$ cat src/rtl/if_fetch_unit_pkg.sv
// Shared definitions for the MIPS instruction-fetch stage: NOP encoding, FSM state
// encodings, default reset PC and the instruction/PC+4 word carried through the stage.
package if_fetch_unit_pkg;

  localparam logic [31:0] NOP_INS          = 32'h0000_0000;
  localparam logic [31:0] DEFAULT_RESET_PC = 32'h0000_0000;

  localparam logic [1:0] S_BOOT = 2'd0;
  localparam logic [1:0] S_RUN  = 2'd1;
  localparam logic [1:0] S_HALT = 2'd2;

  typedef struct packed {
    logic [31:0] ins;
    logic [31:0] pc4;
  } fetch_word_t;

  localparam fetch_word_t EMPTY_WORD = '{ins: NOP_INS, pc4: 32'h0000_0000};

  function automatic logic [31:0] pc_plus4(input logic [31:0] pc);
    return pc + 32'd4;
  endfunction

endpackage

$ cat src/rtl/if_skid_reg.sv
// One-entry holding register for an instruction word (and its PC+4) that returns
// from the ROM while the IF/ID register is frozen. Clear wins over load over unload.
module if_skid_reg
  import if_fetch_unit_pkg::*;
(
  input  logic        i_clk,
  input  logic        i_rst,
  input  logic        i_load,
  input  logic        i_clear,
  input  logic        i_unload,
  input  fetch_word_t i_word,
  output logic        o_valid,
  output fetch_word_t o_word
);

  logic        r_valid;
  fetch_word_t r_word;

  always_ff @(posedge i_clk) begin
    if (i_rst || i_clear) begin
      r_valid <= 1'b0;
      r_word  <= EMPTY_WORD;
    end else if (i_load) begin
      r_valid <= 1'b1;
      r_word  <= i_word;
    end else if (i_unload) begin
      r_valid <= 1'b0;
    end
  end

  assign o_valid = r_valid;
  assign o_word  = r_word;

endmodule

$ cat src/rtl/if_fetch_unit.sv
// MIPS IF stage: PC, synchronous ROM request, IF/ID register with stall skid and redirect flush.
// Optional macro IF_ALIGN_CHECK_EN: misaligned redirect halts the stage and raises sticky AlignErr.
module if_fetch_unit
  import if_fetch_unit_pkg::*;
#(
  parameter logic [31:0] RESET_PC = DEFAULT_RESET_PC,
  parameter int          IMEM_AW  = 10
) (
  input  logic               CLK,
  input  logic               RST,
  input  logic               Stall,
  input  logic               Redirect,
  input  logic [31:0]        RedirectPC,
  output logic               ImemReq,
  output logic [IMEM_AW-1:0] ImemAddr,
  input  logic [31:0]        ImemData,
  output logic [31:0]        Ins,
  output logic [31:0]        InsPC4,
  output logic               InsValid
`ifdef IF_ALIGN_CHECK_EN
  ,
  output logic               AlignErr
`endif
);

  logic [1:0]  r_state;
  logic [31:0] r_pc;
  logic        r_inflight;
  logic [31:0] r_inflight_pc4;
  fetch_word_t r_ifid;
  logic        r_ifid_valid;

  logic [1:0]  w_state_next;
  logic [31:0] w_pc_next;
  logic        w_req;
  logic        w_skid_load;
  logic        w_skid_clear;
  logic        w_skid_unload;
  logic        w_skid_valid;
  fetch_word_t w_skid_word;
  logic        w_ifid_load;
  logic        w_ifid_clear;
  fetch_word_t w_ifid_word;
  fetch_word_t w_imem_word;
  logic [31:0] w_target;
  logic        w_misaligned;

  assign w_target    = {RedirectPC[31:2], 2'b00};
  assign w_imem_word = '{ins: ImemData, pc4: r_inflight_pc4};

`ifdef IF_ALIGN_CHECK_EN
  logic r_align_err;

  assign w_misaligned = |RedirectPC[1:0];
  assign AlignErr     = r_align_err;

  always_ff @(posedge CLK) begin
    if (RST) begin
      r_align_err <= 1'b0;
    end else if (w_state_next == S_HALT) begin
      r_align_err <= 1'b1;
    end
  end
`else
  logic w_unused_low_bits;

  // Byte offset of the target is simply dropped in this build.
  assign w_unused_low_bits = ^RedirectPC[1:0];
  assign w_misaligned      = 1'b0;
`endif

  // Priority: halt > redirect (flush beats stall) > boot > stall > normal fetch.
  always_comb begin
    w_state_next  = r_state;
    w_pc_next     = r_pc;
    w_req         = 1'b0;
    w_skid_load   = 1'b0;
    w_skid_clear  = 1'b0;
    w_skid_unload = 1'b0;
    w_ifid_load   = 1'b0;
    w_ifid_clear  = 1'b0;
    w_ifid_word   = w_imem_word;
    if (r_state == S_HALT) begin
      w_ifid_clear = 1'b1;
      w_skid_clear = 1'b1;
    end else if (Redirect) begin
      w_ifid_clear = 1'b1;
      w_skid_clear = 1'b1;
      if (w_misaligned) begin
        w_state_next = S_HALT;
      end else begin
        w_state_next = S_RUN;
        w_pc_next    = w_target;
      end
    end else if (r_state != S_RUN) begin
      w_state_next = S_RUN;
    end else if (Stall) begin
      w_skid_load = r_inflight;
    end else begin
      w_req     = 1'b1;
      w_pc_next = pc_plus4(r_pc);
      // A word parked during the stall is older than anything still in flight.
      if (w_skid_valid) begin
        w_ifid_load   = 1'b1;
        w_ifid_word   = w_skid_word;
        w_skid_unload = 1'b1;
      end else if (r_inflight) begin
        w_ifid_load = 1'b1;
      end else begin
        w_ifid_clear = 1'b1;
      end
    end
  end

  always_ff @(posedge CLK) begin
    if (RST) begin
      r_state        <= S_BOOT;
      r_pc           <= RESET_PC;
      r_inflight     <= 1'b0;
      r_inflight_pc4 <= 32'h0000_0000;
      r_ifid         <= EMPTY_WORD;
      r_ifid_valid   <= 1'b0;
    end else begin
      r_state        <= w_state_next;
      r_pc           <= w_pc_next;
      r_inflight     <= w_req;
      r_inflight_pc4 <= pc_plus4(r_pc);
      if (w_ifid_clear) begin
        r_ifid       <= EMPTY_WORD;
        r_ifid_valid <= 1'b0;
      end else if (w_ifid_load) begin
        r_ifid       <= w_ifid_word;
        r_ifid_valid <= 1'b1;
      end
    end
  end

  if_skid_reg u_skid (
    .i_clk    (CLK),
    .i_rst    (RST),
    .i_load   (w_skid_load),
    .i_clear  (w_skid_clear),
    .i_unload (w_skid_unload),
    .i_word   (w_imem_word),
    .o_valid  (w_skid_valid),
    .o_word   (w_skid_word)
  );

  assign ImemReq  = w_req & ~RST;
  assign ImemAddr = r_pc[IMEM_AW+1:2];
  assign Ins      = r_ifid.ins;
  assign InsPC4   = r_ifid.pc4;
  assign InsValid = r_ifid_valid;

endmodule

$ cat config.mk
export PLATFORM = sky130hd
export DESIGN_NAME = if_fetch_unit
export DESIGN_NICKNAME = d
export VERILOG_FILES = /design/src/rtl/if_fetch_unit_pkg.sv /design/src/rtl/if_skid_reg.sv /design/src/rtl/if_fetch_unit.sv
export SDC_FILE = /design/constraint.sdc
export NUM_CORES = 1
export LEC_CHECK = 0
export ABC_CLOCK_PERIOD_IN_PS = 5860
export CORE_UTILIZATION = 30
export DETAILED_ROUTE_END_ITERATION = 10
export PLACE_DENSITY = 0.5
export SLEW_MARGIN = 10
export SYNTH_ARGS = -nofsm -noshare
export SYNTH_HDL_FRONTEND = slang
export SYNTH_HIERARCHICAL = 1
export SYNTH_SLANG_ARGS = --single-unit
$ cat constraint.sdc
create_clock -name CLK -period 5.86 [get_ports CLK]
set_input_delay 0.586 -clock CLK [delete_from_list [all_inputs] [get_ports CLK]]
set_output_delay 0.586 -clock CLK [all_outputs]
set_load 0.05 [all_outputs]
Word level (Yosys, flattened, before mapping)

Cells that the tools add are included.

Equality and inequality tests: 4
Add/sub/neg operators: 1
Muxes and demuxes: 39
Reduce and logical (&&, ||, !) cells: 6
Bitwise gates (word level): 3

Operators with widths:

| cell                                                                     | count |
|---|---|
| 64-bit two-way mux                                                       | 5 |
| 32-bit two-way mux                                                       | 3 |
| 32-bit by 3-bit adder with 32-bit output (second input constant)         | 1 |
| 1-bit two-way mux                                                        | 29 |
| 2-bit two-way mux                                                        | 2 |
| 2-bit by 1-bit inequality test with 1-bit output (second input constant) | 2 |
| 2-bit nonzero test                                                       | 2 |
| 3-bit AND reduction                                                      | 1 |
| 2-bit == test (second input constant)                                    | 1 |
| 2-bit inequality test (second input constant)                            | 1 |
| 1-bit NOT                                                                | 2 |
| 2-bit AND reduction                                                      | 1 |
| 2-bit OR reduction                                                       | 1 |
| 1-bit AND                                                                | 1 |
| 1-bit logical OR                                                         | 1 |

Bits of input ports: 68
Flip-flop bits (word level): 197

Longest topological paths before layout

Word-level depth: 7
Depth in mapped cells: 8
Gate-level depth less buffers: 5

By module

The synthesis kept the hierarchy.

Modules (own cells, without submodules):

| module        | instances | cells each | area an instance (um^2) |
|---|---|---|---|
| if_fetch_unit | 1         | 681        | 6058.3 |
| if_skid_reg   | 1         | 211        | 2318.5 |

Worst setup path after synthesis

No wires, ideal clock.

Kind: input-to-reg
Start point: in RST
End point: reg r_pc[23]
Stages on the path: 5
Buffers on the path: 1
Arrival time: 2519 ps
Slack: 3262 ps
Cells stage by stage: clkbuf_1 -> nor4b_2 -> nand2b_1 -> or4_1 -> o211ai_1

RTL lines:

| element              | line                 | RTL |
|---|---|---|
| from (decl)          | if_fetch_unit.sv:10  | `input logic RST,` |
| to (signal assigned) | if_fetch_unit.sv:125 | `r_pc <= w_pc_next;` |
| to (decl)            | if_fetch_unit.sv:27  | `logic [31:0] r_pc;` |

Worst setup path in the final report

Start point: in Stall
End point: reg r_ifid (netlist bit InsPC4[21])

Word-level cells in the longest chain between the ends: 5
Elaborated cells on any way between the ends: 13

Ends and longest elaborated chain:

| element                             | line                 | RTL |
|---|---|---|
| from (decl)                         | if_fetch_unit.sv:11  | `input logic Stall,` |
| 1-bit two-way mux                   | if_fetch_unit.sv:97  | `end else if (Stall) begin` |
| 1-bit two-way mux                   | if_fetch_unit.sv:95  | `end else if (r_state != S_RUN) begin` |
| 1-bit two-way mux                   | if_fetch_unit.sv:86  | `end else if (Redirect) begin` |
| 1-bit two-way mux                   | if_fetch_unit.sv:83  | `if (r_state == S_HALT) begin` |
| 2-bit OR reduction (no source line) | -                    |  |
| to (signal assigned)                | if_fetch_unit.sv:132 | `r_ifid <= w_ifid_word;` |
| to (decl)                           | if_fetch_unit.sv:30  | `fetch_word_t r_ifid;` |

Parallel ways exist; a longest one is shown, timed or not.
A chain may end at the register's enable or synchronous reset.

==> metrics.txt <==
CP Launch Type input port; Tcrit/Tclk final 54.5%; Top FF cell, synth dfxtp_1; core footprint 27200 um2; CTS buffer count 17; largest net degree at the start of global routing 102; routed len/inst 15.8 um; Initial Util 30.8%; fraction of layout cells with a size suffix above 1 5.45%; total negative slack 0 ns; CP Data Required Time 6.17 ns; number of synthesized flops with an enable pin 0; Netlist cell types 60; worst vdd ir 0.194 mV; Worst-Margin Slew 1.02 ns; Setup crit end kind flop; synthesized area per cell 9.39 um2; P per Cell Area 262 nW/um2; ANT nets after route 0; CTS Hold Buffers Added 0; routed wire length 21600 um; clk slew on worst S/H paths 0.07 ns; Die Wd 169 um; CTS Buffer Depth 2; endpoints failing setup 0; pre-CTS setup slack 2.16 ns; sequential-to-total area share from yosys stat 45.9%; CTS tree done; status complete, no violations; ANT cells 0; Final min period 3.19 ns; CP Data Arrival Time 3.50 ns; initial antenna violation count 0; Die ar. 28600 um2; via count 6631; final hold vios 0; max_cap viols 0; Iter 0 DRT Violations 480; filler instances 2789; P_leak 3.11 nW; drt via density 4.87; Die Height 169 um; Pre-antenna DRT Iters 5; YS warnings 6; H-tree levels 4; Crit Path Max Fanout 101; Cell Rows 60; number of post-CTS setup repair buffers 0; vias in the first global route 6249; Worst setup startpoint Stall; Worst R2R Start r_state[0]; mapped cell area 8380 um2; setup ws final 2.67 ns; first-pass GRT wire length 34500 um; clk_skew 0.00940 ns; synthesized flop and latch total 192; asr flop ratio synth 0%; Post-CTS Resized 0; worst hold path class flop to flop; fmax 0.313 GHz; slew margin rel. 32.0%; Ports 144; clock tree root driver cell clkbuf_16; port bufs 141; max-slew violation total from the final report 0; routability cong. 0.775; R2R setup slack 3.06 ns; CTS sink count 192; GRT Total Usage 15.3%; clock latency on the worst-skew pair 0.43 ns; critical path type input port to flop; Synth Instances 892; worst hold start InsValid; # nets final 1046; grt total ovfl 0; DRC violations left 0; Synth-to-Final Area Change 25.2%; DP HPWL 13800 um; RSZ-0062 raised after global routing no
-- per-stage QoR --
step | power, W | hold slack (ns) | util (%) | std cells | cell area, um2
3_3_place_gp | 0.00159 | 0.448 | 36.4 | 1330 | 9900
5_1_grt | 0.00286 | 0.511 | 38.6 | 1362 | 10500
2_1_floorplan | 0.00150 | 0.456 | - | 893 | 8380
3_5_place_dp | 0.00159 | 0.460 | 36.4 | 1330 | 9900
4_1_cts | 0.00280 | 0.477 | 38.6 | 1362 | 10500
6_report | 0.00275 | 0.474 | 38.6 | 1362 | 10500
-- critical path, stage by stage --
cell and delay (ns):
clkdlybuf4s50_1 0.52, nand2b_1 0.63, nor3_4 0.97, buf_12 0.44
nor2_1 0.09, a211oi_1 0.20
-- area by class of cell --
cell class                      instances  area (um2)  area share (%)
Tap cell                              372         465            4.44
Clock inverter                         12         159            1.51
Multi-Input combinational cell        612        4090            39.0
Clock buffer                           20         437            4.16
Timing Repair Buffer                  149        1480            14.1
Inverter                                5        18.8           0.179
Sequential cell                       192        3840            36.6
-- cell families (layout without fill, tap and decap cells) --
kind of cell	after synthesis	in the layout	synth area share [%]
mux	126	126	15.1
flops	192	192	45.9
other cells	1	2	0.0448
xor+xnor	20	20	2.09
fa+ha+maj	1	1	0.149
buf+inv	89	186	5.60
simple gates	306	306	17.8
compound gates	157	157	13.4
-- path summary, 6_finish.rpt --
check               endpoint  cells past startpoint
setup / recovery  InsPC4[21]                      6
setup reg to reg  InsPC4[21]                      5
hold / removal      InsValid                      2
hold reg to reg     InsValid                      2
-- layout by cell type, fill, tap and decap left out, drive strengths merged, types with 8 or more instances in the layout --
| cell | netlist | final |
|---|---|---|
| a211oi | 69 | 69 |
| nand2 | 22 | 22 |
| or4 | 20 | 20 |
| buf | 51 | 9 |
| a21oi | 19 | 19 |
| o21ai | 17 | 17 |
| nor3 | 8 | 8 |
| nand3 | 19 | 19 |
| clkbuf | 33 | 20 |
| or3 | 11 | 11 |
| mux2i | 126 | 126 |
| o31ai | 14 | 14 |
| xnor2 | 13 | 13 |
| nor2 | 168 | 168 |
| and3 | 10 | 10 |
| dfxtp | 192 | 192 |
| nand4 | 14 | 14 |
| a311oi | 9 | 9 |
| clkdlybuf4s50 | 0 | 140 |
-- flip-flops by register name (all words and copies together), names as in the netlist --
register / count
r_inflight_pc4: 30
InsPC4: 32
u_skid/o_valid: 1
u_skid/o_word: 64
r_state: 1
Ins: 32
r_pc: 30
InsValid: 1
r_inflight: 1
-- report_power, final --
part	internal [W]	switching [W]
Combinational	0.0000883	0.000106
Sequential	0.00133	0.0000341
Clock	0.000675	0.000517
-- routing by layer --
| metal | up-vias | wire [um] | track usage, % |
|---|---|---|---|
| met3 | 16 | 938 | 2.74 |
| met5 | - | 0 | 0 |
| met2 | 160 | 9070 | 23.1 |
| li1 | 3383 | - | - |
| met1 | 3072 | 11400 | 22.2 |
| met4 | 0 | 215 | 4.47 |
-- cell usage after synthesis (5+ instances only) --
master	instances	area [um2]
a21oi_1	19	95.1
a31oi_1	5	31.3
buf_6	8	90.1
buf_1	9	33.8
nand4_1	13	81.3
mux2i_1	126	1260
or4_1	19	143
nor2_1	168	631
nor3_1	7	35.0
dfxtp_1	192	3840
nor4_1	5	31.3
nand3_1	18	90.1
a311oi_1	9	78.8
clkbuf_1	33	124
nand2_1	22	82.6
xor2_1	7	61.3
and3_1	10	62.6
xnor2_1	13	114
o31ai_1	14	105
buf_2	21	105
o21ai_0	17	85.1
buf_4	13	97.6
a211oi_1	69	518
nand2b_1	6	37.5
or3_1	10	62.6
Power figures use the tool's default switching activity.
